==> config.mk <==
export PLATFORM = sky130hd
export DESIGN_NAME = virtio_mmio_regs
export DESIGN_NICKNAME = d
export VERILOG_FILES = /design/src/rtl/virtio_mmio_pkg.sv /design/src/rtl/virtio_axil_frontend.sv /design/src/rtl/virtio_mmio_regs.sv
export SDC_FILE = /design/constraint.sdc
export NUM_CORES = 1
export LEC_CHECK = 0
export BUFFER_PORTS_ARGS = -buffer_cell sky130_fd_sc_hd__buf_4
export CAP_MARGIN = 20
export CORE_ASPECT_RATIO = 1.75
export CORE_MARGIN = 4
export CORE_UTILIZATION = 25
export DETAILED_ROUTE_END_ITERATION = 8
export HOLD_SLACK_MARGIN = 0.1
export PLACE_DENSITY = 0.38
export SLEW_MARGIN = 20
export SYNTH_ARGS = -nofsm -noshare
export SYNTH_HDL_FRONTEND = slang
export SYNTH_SLANG_ARGS = --single-unit
==> constraint.sdc <==
create_clock -name clk -period 2.52 [get_ports clk]
set_input_delay 0.378 -clock clk [delete_from_list [all_inputs] [get_ports clk]]
set_output_delay 0.378 -clock clk [all_outputs]
set_load 0.02 [all_outputs]
==> src/rtl/virtio_mmio_pkg.sv <==
// +----------------------------------------------------------------------------+
// | Module      : virtio_mmio_pkg                                              |
// | Description : Shared constants, register offsets, response codes and the   |
// |               bus-handshake state encoding for the virtio-MMIO register    |
// |               block and its AXI4-Lite front end.                           |
// | Revision    : 1.0  initial release                                         |
// +----------------------------------------------------------------------------+
`default_nettype none

package virtio_mmio_pkg;

  // Register offsets (only addr[7:0] is decoded)
  localparam logic [7:0] OFS_MAGIC              = 8'h00;
  localparam logic [7:0] OFS_VERSION            = 8'h04;
  localparam logic [7:0] OFS_DEVICE_ID          = 8'h08;
  localparam logic [7:0] OFS_VENDOR_ID          = 8'h0c;
  localparam logic [7:0] OFS_HOST_FEATURES      = 8'h10;
  localparam logic [7:0] OFS_HOST_FEATURES_SEL  = 8'h14;
  localparam logic [7:0] OFS_GUEST_FEATURES     = 8'h20;
  localparam logic [7:0] OFS_GUEST_FEATURES_SEL = 8'h24;
  localparam logic [7:0] OFS_GUEST_PAGE_SIZE    = 8'h28;
  localparam logic [7:0] OFS_QUEUE_SEL          = 8'h30;
  localparam logic [7:0] OFS_QUEUE_NUM_MAX      = 8'h34;
  localparam logic [7:0] OFS_QUEUE_NUM          = 8'h38;
  localparam logic [7:0] OFS_QUEUE_ALIGN        = 8'h3c;
  localparam logic [7:0] OFS_QUEUE_PFN          = 8'h40;
  localparam logic [7:0] OFS_QUEUE_NOTIFY       = 8'h50;
  localparam logic [7:0] OFS_INTERRUPT_STATUS   = 8'h60;
  localparam logic [7:0] OFS_INTERRUPT_ACK      = 8'h64;
  localparam logic [7:0] OFS_STATUS             = 8'h70;

  // Identification constants ("virt" and "QEMU" in little-endian ASCII)
  localparam logic [31:0] MAGIC_VALUE  = 32'h7472_6976;
  localparam logic [31:0] VENDOR_ID    = 32'h554d_4551;
  localparam logic [31:0] MMIO_VERSION = 32'h0000_0001;

  localparam logic [1:0] RESP_OKAY   = 2'b00;
  localparam logic [1:0] RESP_SLVERR = 2'b10;

  typedef enum logic [1:0] {
    IDLE  = 2'd0,
    RRESP = 2'd1,
    BRESP = 2'd2
  } state_t;

  // Replace the byte lanes of old_val selected by strb with those of data
  function automatic logic [31:0] merge_bytes(input logic [31:0] old_val,
                                              input logic [31:0] data,
                                              input logic [3:0]  strb);
    logic [31:0] res;
    res = old_val;
    for (int b = 0; b < 4; b++) begin
      if (strb[b]) res[8*b +: 8] = data[8*b +: 8];
    end
    return res;
  endfunction

endpackage

`default_nettype wire

==> src/rtl/virtio_axil_frontend.sv <==
// +----------------------------------------------------------------------------+
// | Module      : virtio_axil_frontend                                         |
// | Description : AXI4-Lite slave handshake engine. Latches AW and W beats     |
// |               independently, issues single-cycle read/write requests to    |
// |               the register file and returns the registered responses.      |
// | Ports       : clk/rstn, AXI4-Lite AW/W/B/AR/R channels (8-bit addresses),  |
// |               o_rd_req/o_rd_addr + i_rd_data/i_rd_err,                     |
// |               o_wr_req/o_wr_addr/o_wr_data/o_wr_strb + i_wr_err            |
// | Revision    : 1.0  initial release                                         |
// +----------------------------------------------------------------------------+
`default_nettype none

module virtio_axil_frontend
  import virtio_mmio_pkg::*;
(
  input  logic        clk,
  input  logic        rstn,
  input  logic [7:0]  i_awaddr,
  input  logic        i_awvalid,
  output logic        o_awready,
  input  logic [31:0] i_wdata,
  input  logic [3:0]  i_wstrb,
  input  logic        i_wvalid,
  output logic        o_wready,
  output logic [1:0]  o_bresp,
  output logic        o_bvalid,
  input  logic        i_bready,
  input  logic [7:0]  i_araddr,
  input  logic        i_arvalid,
  output logic        o_arready,
  output logic [31:0] o_rdata,
  output logic [1:0]  o_rresp,
  output logic        o_rvalid,
  input  logic        i_rready,
  output logic        o_rd_req,
  output logic [7:0]  o_rd_addr,
  input  logic [31:0] i_rd_data,
  input  logic        i_rd_err,
  output logic        o_wr_req,
  output logic [7:0]  o_wr_addr,
  output logic [31:0] o_wr_data,
  output logic [3:0]  o_wr_strb,
  input  logic        i_wr_err
);

  state_t      r_state;
  state_t      w_state_nxt;
  logic        r_aw_held;
  logic        r_w_held;
  logic [7:0]  r_awaddr;
  logic [31:0] r_wdata;
  logic [3:0]  r_wstrb;
  logic [31:0] r_rdata;
  logic [1:0]  r_rresp;
  logic [1:0]  r_bresp;

  logic w_ar_fire;
  logic w_aw_fire;
  logic w_w_fire;
  logic w_wr_go;
  logic w_b_done;

  assign w_ar_fire = (r_state == IDLE) && i_arvalid;
  assign w_aw_fire = i_awvalid && !r_aw_held;
  assign w_w_fire  = i_wvalid && !r_w_held;
  // A pending read takes the slot; the held write simply waits in its latches
  assign w_wr_go   = (r_state == IDLE) && r_aw_held && r_w_held && !i_arvalid;
  assign w_b_done  = (r_state == BRESP) && i_bready;

  always_comb begin
    w_state_nxt = r_state;
    case (r_state)
      IDLE: begin
        if (i_arvalid)                   w_state_nxt = RRESP;
        else if (r_aw_held && r_w_held)  w_state_nxt = BRESP;
      end
      RRESP:   if (i_rready) w_state_nxt = IDLE;
      BRESP:   if (i_bready) w_state_nxt = IDLE;
      default: w_state_nxt = IDLE;
    endcase
  end

  always_ff @(posedge clk or negedge rstn) begin
    if (!rstn) begin
      r_state   <= IDLE;
      r_aw_held <= 1'b0;
      r_w_held  <= 1'b0;
      r_awaddr  <= '0;
      r_wdata   <= '0;
      r_wstrb   <= '0;
      r_rdata   <= '0;
      r_rresp   <= RESP_OKAY;
      r_bresp   <= RESP_OKAY;
    end else begin
      r_state <= w_state_nxt;

      // Latches stay full through the B phase so ready only reopens afterwards
      if (w_aw_fire) begin
        r_aw_held <= 1'b1;
        r_awaddr  <= i_awaddr;
      end else if (w_b_done) begin
        r_aw_held <= 1'b0;
      end

      if (w_w_fire) begin
        r_w_held <= 1'b1;
        r_wdata  <= i_wdata;
        r_wstrb  <= i_wstrb;
      end else if (w_b_done) begin
        r_w_held <= 1'b0;
      end

      if (w_ar_fire) begin
        r_rdata <= i_rd_err ? 32'h0 : i_rd_data;
        r_rresp <= i_rd_err ? RESP_SLVERR : RESP_OKAY;
      end

      if (w_wr_go) begin
        r_bresp <= i_wr_err ? RESP_SLVERR : RESP_OKAY;
      end
    end
  end

  assign o_awready = !r_aw_held;
  assign o_wready  = !r_w_held;
  assign o_arready = (r_state == IDLE);
  assign o_rvalid  = (r_state == RRESP);
  assign o_bvalid  = (r_state == BRESP);
  assign o_rdata   = r_rdata;
  assign o_rresp   = r_rresp;
  assign o_bresp   = r_bresp;

  assign o_rd_req  = w_ar_fire;
  assign o_rd_addr = i_araddr;
  assign o_wr_req  = w_wr_go;
  assign o_wr_addr = r_awaddr;
  assign o_wr_data = r_wdata;
  assign o_wr_strb = r_wstrb;

endmodule

`default_nettype wire

==> src/rtl/virtio_mmio_regs.sv <==
// +----------------------------------------------------------------------------+
// | Module      : virtio_mmio_regs                                             |
// | Description : Legacy (version 1) virtio-MMIO register block behind an      |
// |               AXI4-Lite slave. Holds device/queue registers, interrupt     |
// |               status, and produces notify / device-reset pulses.           |
// | Ports       : clk/rstn, AXI4-Lite slave (axi_*), irq_set[1:0] in, irq out, |
// |               notify_valid/notify_queue, device_reset, guest_page_size,    |
// |               queue_{pfn,num,align}_flat (queue i at [32i+31:32i])         |
// | Revision    : 1.0  initial release                                         |
// +----------------------------------------------------------------------------+
`default_nettype none

module virtio_mmio_regs
  import virtio_mmio_pkg::*;
#(
  parameter int          NUM_QUEUES    = 1,
  parameter int          QUEUE_NUM_MAX = 8,
  parameter int          DEVICE_ID     = 2,
  parameter logic [31:0] HOST_FEATURES = 32'h0
) (
  input  logic                      clk,
  input  logic                      rstn,
  input  logic [31:0]               axi_awaddr,
  input  logic                      axi_awvalid,
  output logic                      axi_awready,
  input  logic [2:0]                axi_awprot,
  input  logic [31:0]               axi_wdata,
  input  logic [3:0]                axi_wstrb,
  input  logic                      axi_wvalid,
  output logic                      axi_wready,
  output logic [1:0]                axi_bresp,
  output logic                      axi_bvalid,
  input  logic                      axi_bready,
  input  logic [31:0]               axi_araddr,
  input  logic                      axi_arvalid,
  output logic                      axi_arready,
  input  logic [2:0]                axi_arprot,
  output logic [31:0]               axi_rdata,
  output logic [1:0]                axi_rresp,
  output logic                      axi_rvalid,
  input  logic                      axi_rready,
  input  logic [1:0]                irq_set,
  output logic                      irq,
  output logic                      notify_valid,
  output logic [2:0]                notify_queue,
  output logic                      device_reset,
  output logic [31:0]               guest_page_size,
  output logic [32*NUM_QUEUES-1:0]  queue_pfn_flat,
  output logic [32*NUM_QUEUES-1:0]  queue_num_flat,
  output logic [32*NUM_QUEUES-1:0]  queue_align_flat
);

  // Protection bits and the upper address bits carry no meaning here
  logic w_unused_ok;
  assign w_unused_ok = &{1'b0, axi_awprot, axi_arprot,
                         axi_awaddr[31:8], axi_araddr[31:8]};

  logic        w_rd_req;
  logic [7:0]  w_rd_addr;
  logic [31:0] w_rd_data;
  logic        w_rd_err;
  logic        w_wr_req;
  logic [7:0]  w_wr_addr;
  logic [31:0] w_wr_data;
  logic [3:0]  w_wr_strb;
  logic        w_wr_err;

  virtio_axil_frontend u_frontend (
    .clk       (clk),
    .rstn      (rstn),
    .i_awaddr  (axi_awaddr[7:0]),
    .i_awvalid (axi_awvalid),
    .o_awready (axi_awready),
    .i_wdata   (axi_wdata),
    .i_wstrb   (axi_wstrb),
    .i_wvalid  (axi_wvalid),
    .o_wready  (axi_wready),
    .o_bresp   (axi_bresp),
    .o_bvalid  (axi_bvalid),
    .i_bready  (axi_bready),
    .i_araddr  (axi_araddr[7:0]),
    .i_arvalid (axi_arvalid),
    .o_arready (axi_arready),
    .o_rdata   (axi_rdata),
    .o_rresp   (axi_rresp),
    .o_rvalid  (axi_rvalid),
    .i_rready  (axi_rready),
    .o_rd_req  (w_rd_req),
    .o_rd_addr (w_rd_addr),
    .i_rd_data (w_rd_data),
    .i_rd_err  (w_rd_err),
    .o_wr_req  (w_wr_req),
    .o_wr_addr (w_wr_addr),
    .o_wr_data (w_wr_data),
    .o_wr_strb (w_wr_strb),
    .i_wr_err  (w_wr_err)
  );

  logic [31:0] r_host_features_sel;
  logic [31:0] r_guest_features;
  logic [31:0] r_guest_features_sel;
  logic [31:0] r_guest_page_size;
  logic [31:0] r_queue_sel;
  logic [1:0]  r_int_status;
  logic [31:0] r_status;
  logic        r_notify_valid;
  logic [2:0]  r_notify_queue;
  logic        r_device_reset;

  logic        w_sel_ok;
  logic        w_wr_ok;
  logic        w_any_strb;
  logic [31:0] w_wr_val;
  logic        w_q_wr;
  logic        w_dev_reset;
  logic        w_notify;
  logic [1:0]  w_ack;
  logic [31:0] w_status_new;

  assign w_sel_ok   = (r_queue_sel < 32'(NUM_QUEUES));
  assign w_wr_ok    = w_wr_req && !w_wr_err;
  assign w_any_strb = |w_wr_strb;
  // Write data with unstrobed lanes forced to zero (notify / ack operands)
  assign w_wr_val   = merge_bytes(32'h0, w_wr_data, w_wr_strb);

  assign w_status_new = merge_bytes(r_status, w_wr_data, w_wr_strb);
  assign w_dev_reset  = w_wr_ok && (w_wr_addr == OFS_STATUS) && w_any_strb &&
                        (w_status_new == 32'h0);
  assign w_q_wr       = w_wr_ok && w_sel_ok &&
                        ((w_wr_addr == OFS_QUEUE_NUM) ||
                         (w_wr_addr == OFS_QUEUE_ALIGN) ||
                         (w_wr_addr == OFS_QUEUE_PFN));
  assign w_notify     = w_wr_ok && (w_wr_addr == OFS_QUEUE_NOTIFY) && w_any_strb &&
                        (w_wr_val < 32'(NUM_QUEUES));
  assign w_ack        = (w_wr_ok && (w_wr_addr == OFS_INTERRUPT_ACK)) ? w_wr_val[1:0] : 2'b00;

  always_comb begin
    w_wr_err = 1'b1;
    case (w_wr_addr)
      OFS_HOST_FEATURES_SEL, OFS_GUEST_FEATURES, OFS_GUEST_FEATURES_SEL,
      OFS_GUEST_PAGE_SIZE, OFS_QUEUE_SEL, OFS_QUEUE_NUM, OFS_QUEUE_ALIGN,
      OFS_QUEUE_PFN, OFS_QUEUE_NOTIFY, OFS_INTERRUPT_ACK, OFS_STATUS:
        w_wr_err = 1'b0;
      default: w_wr_err = 1'b1;
    endcase
  end

  always_ff @(posedge clk or negedge rstn) begin
    if (!rstn) begin
      r_host_features_sel  <= '0;
      r_guest_features     <= '0;
      r_guest_features_sel <= '0;
      r_guest_page_size    <= '0;
      r_queue_sel          <= '0;
      r_int_status         <= '0;
      r_status             <= '0;
      r_notify_valid       <= 1'b0;
      r_notify_queue       <= '0;
      r_device_reset       <= 1'b0;
    end else begin
      r_notify_valid <= w_notify;
      r_device_reset <= w_dev_reset;
      if (w_notify) r_notify_queue <= w_wr_val[2:0];

      // A new set in the same cycle as its ack survives
      if (w_dev_reset) r_int_status <= irq_set;
      else             r_int_status <= (r_int_status & ~w_ack) | irq_set;

      if (w_dev_reset) begin
        // Page size is deliberately kept across a driver-initiated reset
        r_host_features_sel  <= '0;
        r_guest_features     <= '0;
        r_guest_features_sel <= '0;
        r_queue_sel          <= '0;
        r_status             <= '0;
      end else if (w_wr_ok) begin
        case (w_wr_addr)
          OFS_HOST_FEATURES_SEL:  r_host_features_sel  <= merge_bytes(r_host_features_sel, w_wr_data, w_wr_strb);
          OFS_GUEST_FEATURES:     r_guest_features     <= merge_bytes(r_guest_features, w_wr_data, w_wr_strb);
          OFS_GUEST_FEATURES_SEL: r_guest_features_sel <= merge_bytes(r_guest_features_sel, w_wr_data, w_wr_strb);
          OFS_GUEST_PAGE_SIZE:    r_guest_page_size    <= merge_bytes(r_guest_page_size, w_wr_data, w_wr_strb);
          OFS_QUEUE_SEL:          r_queue_sel          <= merge_bytes(r_queue_sel, w_wr_data, w_wr_strb);
          OFS_STATUS:             r_status             <= w_status_new;
          default: ;
        endcase
      end
    end
  end

  for (genvar i = 0; i < NUM_QUEUES; i++) begin : g_queue
    logic [31:0] r_num;
    logic [31:0] r_align;
    logic [31:0] r_pfn;

    always_ff @(posedge clk or negedge rstn) begin
      if (!rstn) begin
        r_num   <= '0;
        r_align <= '0;
        r_pfn   <= '0;
      end else if (w_dev_reset) begin
        r_num   <= '0;
        r_align <= '0;
        r_pfn   <= '0;
      end else if (w_q_wr && (r_queue_sel == 32'(i))) begin
        case (w_wr_addr)
          OFS_QUEUE_NUM:   r_num   <= merge_bytes(r_num, w_wr_data, w_wr_strb);
          OFS_QUEUE_ALIGN: r_align <= merge_bytes(r_align, w_wr_data, w_wr_strb);
          OFS_QUEUE_PFN:   r_pfn   <= merge_bytes(r_pfn, w_wr_data, w_wr_strb);
          default: ;
        endcase
      end
    end

    assign queue_num_flat[32*i +: 32]   = r_num;
    assign queue_align_flat[32*i +: 32] = r_align;
    assign queue_pfn_flat[32*i +: 32]   = r_pfn;
  end

  // Selected-queue view; stays zero when queue_sel is out of range
  logic [31:0] w_sel_num;
  logic [31:0] w_sel_align;
  logic [31:0] w_sel_pfn;

  always_comb begin
    w_sel_num   = '0;
    w_sel_align = '0;
    w_sel_pfn   = '0;
    for (int i = 0; i < NUM_QUEUES; i++) begin
      if (r_queue_sel == 32'(i)) begin
        w_sel_num   = queue_num_flat[32*i +: 32];
        w_sel_align = queue_align_flat[32*i +: 32];
        w_sel_pfn   = queue_pfn_flat[32*i +: 32];
      end
    end
  end

  always_comb begin
    w_rd_data = '0;
    w_rd_err  = 1'b0;
    case (w_rd_addr)
      OFS_MAGIC:              w_rd_data = MAGIC_VALUE;
      OFS_VERSION:            w_rd_data = MMIO_VERSION;
      OFS_DEVICE_ID:          w_rd_data = 32'(DEVICE_ID);
      OFS_VENDOR_ID:          w_rd_data = VENDOR_ID;
      OFS_HOST_FEATURES:      w_rd_data = (r_host_features_sel == 32'h0) ? HOST_FEATURES : 32'h0;
      OFS_HOST_FEATURES_SEL:  w_rd_data = r_host_features_sel;
      OFS_GUEST_FEATURES:     w_rd_data = r_guest_features;
      OFS_GUEST_FEATURES_SEL: w_rd_data = r_guest_features_sel;
      OFS_GUEST_PAGE_SIZE:    w_rd_data = r_guest_page_size;
      OFS_QUEUE_SEL:          w_rd_data = r_queue_sel;
      OFS_QUEUE_NUM_MAX:      w_rd_data = w_sel_ok ? 32'(QUEUE_NUM_MAX) : 32'h0;
      OFS_QUEUE_NUM:          w_rd_data = w_sel_num;
      OFS_QUEUE_ALIGN:        w_rd_data = w_sel_align;
      OFS_QUEUE_PFN:          w_rd_data = w_sel_pfn;
      OFS_INTERRUPT_STATUS:   w_rd_data = {30'h0, r_int_status};
      OFS_STATUS:             w_rd_data = r_status;
      default:                w_rd_err  = 1'b1;
    endcase
  end

  assign irq             = |r_int_status;
  assign notify_valid    = r_notify_valid;
  assign notify_queue    = r_notify_queue;
  assign device_reset    = r_device_reset;
  assign guest_page_size = r_guest_page_size;

endmodule

`default_nettype wire

==> impl_metrics.yaml <==
cells_and_area:
  drive_gt1_share_pct: 32.3
  post-route-util_pct: 33.9
  finalInstanceArea_um2: 24100
  n_antenna_cell: 0
  synthToLayoutAreaGrowth_pct: 33.7
  fin_nets: 2176
  fillers: 7362
min_path:
  worstHoldPathType: "in2async"
setup_path:
  crit_path_end_kind: "flop"
  worstSetupStartpoint: "r_status[20]"
  crit_required_ns: 2.98
  cp-start-kind: "flop"
  arrival_ns: 2.89
  worstPathCellList: "nor4_4 -> o22ai_2 -> nor4_1 -> and4_1 -> buf_4 -> and2_4 -> clkbuf_16 -> a21oi_1"
  critPathTopFamily: "simple AND/OR/NAND/NOR gates"
  cp.buffers_inverters: 2
  critPathMaxFanout: 20
  slowest_stage: "dfrtp_1"
  regToRegStartpoint: "r_status[20]"
  cp_slowest_stage_delay_ns: 0.43
  critPathKind: "reg2reg"
timing:
  relSlewSlack_pct: 63.7
  skew_ns: 0.0176
  max_clock_freq_ghz: 0.411
  finalHoldViolations: 0
  post-route-period-util_pct: 96.6
  rsz0062_at_grt: "yes"
  worst_slack_ns: 0.0862
  slew_viol_final: 0
  setup_violations: 0
  fin_crit_ns: 2.43
  tightest_slew_ns: 0.544
clocking:
  cts_root_buffer: "clkbuf_16"
  cts_buffer_depth: 3
  cts_buffers: 41
  postCtsSetupRepairBufs: 0
  clock_latency_ns: 0.58
  clkTransAtPathRegs_ns: 0.06
  cts.sinks: 377
  cts_tree: "yes"
  htreeDepth: 2
floorplan:
  io_pins: 290
  die_w_um: 211
  die_area_um2: 76500
  start_util_pct: 25.3
  core_um2: 71000
  rows: 129
  die_h_um: 363
detailed_routing:
  wl_per_cell_um: 26.3
  drt_iter0_markers: 1103
  first_pass_iters: 7
  wirelength_um: 78900
  drc_errors: 0
  route.vias.total: 15600
  detail-route-antenna-nets: 0
  via_per_inst: 5.21
global_route:
  gr-total-overflow: 0
  grtUsageTotal_pct: 20.0
  grt_max_degree: 81
  grt_pass1_vias: 16200
  antenna_found_initial: 0
  grt_first_pass_wirelength_um: 115000
placement:
  place_congestion: 0.843
  hpwlAfterDp_um: 59500
  port_buffers: 233
  post_dp_cell_area_um2: 22000
  pre_cts_ws_ns: -0.243
run:
  maxCapViolCount: 0
logic_synthesis:
  yosys_register_bits: 377
  synth_area_per_cell_um2: 10.6
  synth_edf_count: 0
  async_flop_share_pct: 100
  syn-cell-area_um2: 18000
  ys_warn_count: 0
  synth_cells: 1693
  yosysUniqueCellTypes: 62
  synth_seq_area_share_pct: 52.4
  synth_flop_cell: "dfrtp_1"
power:
  power_mw: 18.6
  powerDensity_nw_per_um2: 775
  peakVddDrop_v: 0.000631
  power.leakage_nw: 10.6
run_status:
  status: "finished clean"
-- layout make-up --
cell class                      instances  area (µm²)  share of cell area [%]
Tap cell                              917        1150                    4.77
Inverter                               17        63.8                   0.265
Sequential cell                       377        9440                    39.2
Timing Repair Buffer                  485        4130                    17.2
Multi-Input combinational cell       1139        7990                    33.2
Clock inverter                         12         139                   0.577
Clock buffer                           55        1150                    4.77
-- timing repair --
| action | CTS | global route |
|---|---|---|
| hold buffers | 49 | 0 |
| endpoints found under the hold margin | 199 | 0 |
| endpoints found under the setup margin | 226 | 182 |
| resized for setup | 7 | 24 |
| cloned | 0 | 3 |
-- placed cells by master (no fill, tap or decap), drive strengths merged, types with 10 or more instances in the layout --
cell type	instances
dlygate4sd3	49
nand3	114
nor2	51
a32o	130
a31oi	12
mux2	104
nor2b	12
o21ai	85
inv	18
a21oi	165
nor3	17
clkbuf	57
dfrtp	377
nor4	25
mux2i	57
a22oi	24
and2	17
nand4	10
o22ai	14
buf	434
nand2	190
-- where the power goes --
part           internal (mW)  switching (mW)
combinational           1.95            3.43
sequential              6.60           0.568
clock                   3.48            2.61
total                   12.0            6.60
-- cell usage after synthesis, types with 8 or more instances --
cell type / n / area share [%]
mux2i_1: 57 / 3.2
clkbuf_1: 97 / 2.0
o21ai_0: 63 / 1.8
o21ai_2: 14 / 0.68
o22ai_1: 14 / 0.49
a31oi_1: 12 / 0.42
nor3_1: 17 / 0.47
a21oi_1: 145 / 4.0
nor2b_1: 12 / 0.42
and2_1: 15 / 0.52
buf_2: 45 / 1.3
a221oi_1: 9 / 0.44
a21oi_2: 20 / 0.97
o21ai_1: 8 / 0.22
mux2_2: 104 / 6.5
a22oi_1: 24 / 1.0
inv_1: 17 / 0.35
a211oi_1: 9 / 0.38
a32o_1: 130 / 7.2
nor2_1: 51 / 1.1
nand4_1: 10 / 0.35
nand3_1: 112 / 3.1
nand2_1: 190 / 4.0
dfrtp_1: 377 / 52
nor4_1: 17 / 0.59
-- worst register-to-register path: cells and delay by family, from the launching register on --
family | cells | cell delay, ns
buf+inv | 2 | 0.41
flops | 1 | 0.43
simple gates | 4 | 1.24
compound gates | 2 | 0.25
-- sequential cells by signal, summed over array words and instances, names as in the netlist, 2 cells and up --
signal,flops
r_host_features_sel,32
u_frontend.o_rdata,32
r_queue_sel,32
r_guest_features,32
r_guest_features_sel,32
u_frontend.o_wr_data,32
queue_align_flat,32
queue_pfn_flat,32
u_frontend.o_wr_strb,4
guest_page_size,32
r_int_status,2
u_frontend.r_state,2
u_frontend.o_wr_addr,8
queue_num_flat,32
r_status,32
notify_queue,3
-- layer usage --
metal / vias up / wire (µm) / GRT usage (%)
met5: - / 0 / 0
met4: 0 / 2390 / 6.18
met3: 96 / 3360 / 2.36
met2: 521 / 39300 / 34.1
met1: 7964 / 33900 / 26.6
li1: 7065 / - / -
-- worst paths after layout --
| kind | end | slack (ns) | cells past startpoint |
|---|---|---|---|
| setup / recovery | queue_align_flat[23] | 0.09 | 8 |
| setup reg to reg | queue_align_flat[23] | 0.09 | 8 |
| hold / removal | r_guest_features[0] | 0.27 | 2 |
| max in group asynchronous | queue_num_flat[31] | 1.44 | 3 |
| hold reg to reg | notify_queue[0] | 0.48 | 1 |
| min in group clk | u_frontend.r_state[1] | 0.28 | 4 |
-- metrics by stage --
| stage | cells | TNS [ns] | hold slack, ns |
|---|---|---|---|
| final | 3002 | 0 | 0.274 |
| after floorplan | 1694 | 0 | 0.0824 |
| after global placement | 2883 | -36.17 | 0.290 |
| after global routing | 3002 | -0.367 | 0.286 |
| after detailed placement | 2883 | -29.26 | 0.294 |
| after CTS | 2999 | 0 | 0.251 |
-- cell families (layout without fill, tap and decap cells) --
kind of cell,count (synthesis),count (layout),share of synthesized area [%]
other,1,2,0.0208
multiplexers,161,161,9.68
buffers and inverters,178,569,4.42
flip-flops,377,377,52.4
AO/OA/AOI/OAI,505,505,20.4
AND/OR/NAND/NOR,471,471,13.0
Power figures use the tool's default switching activity.
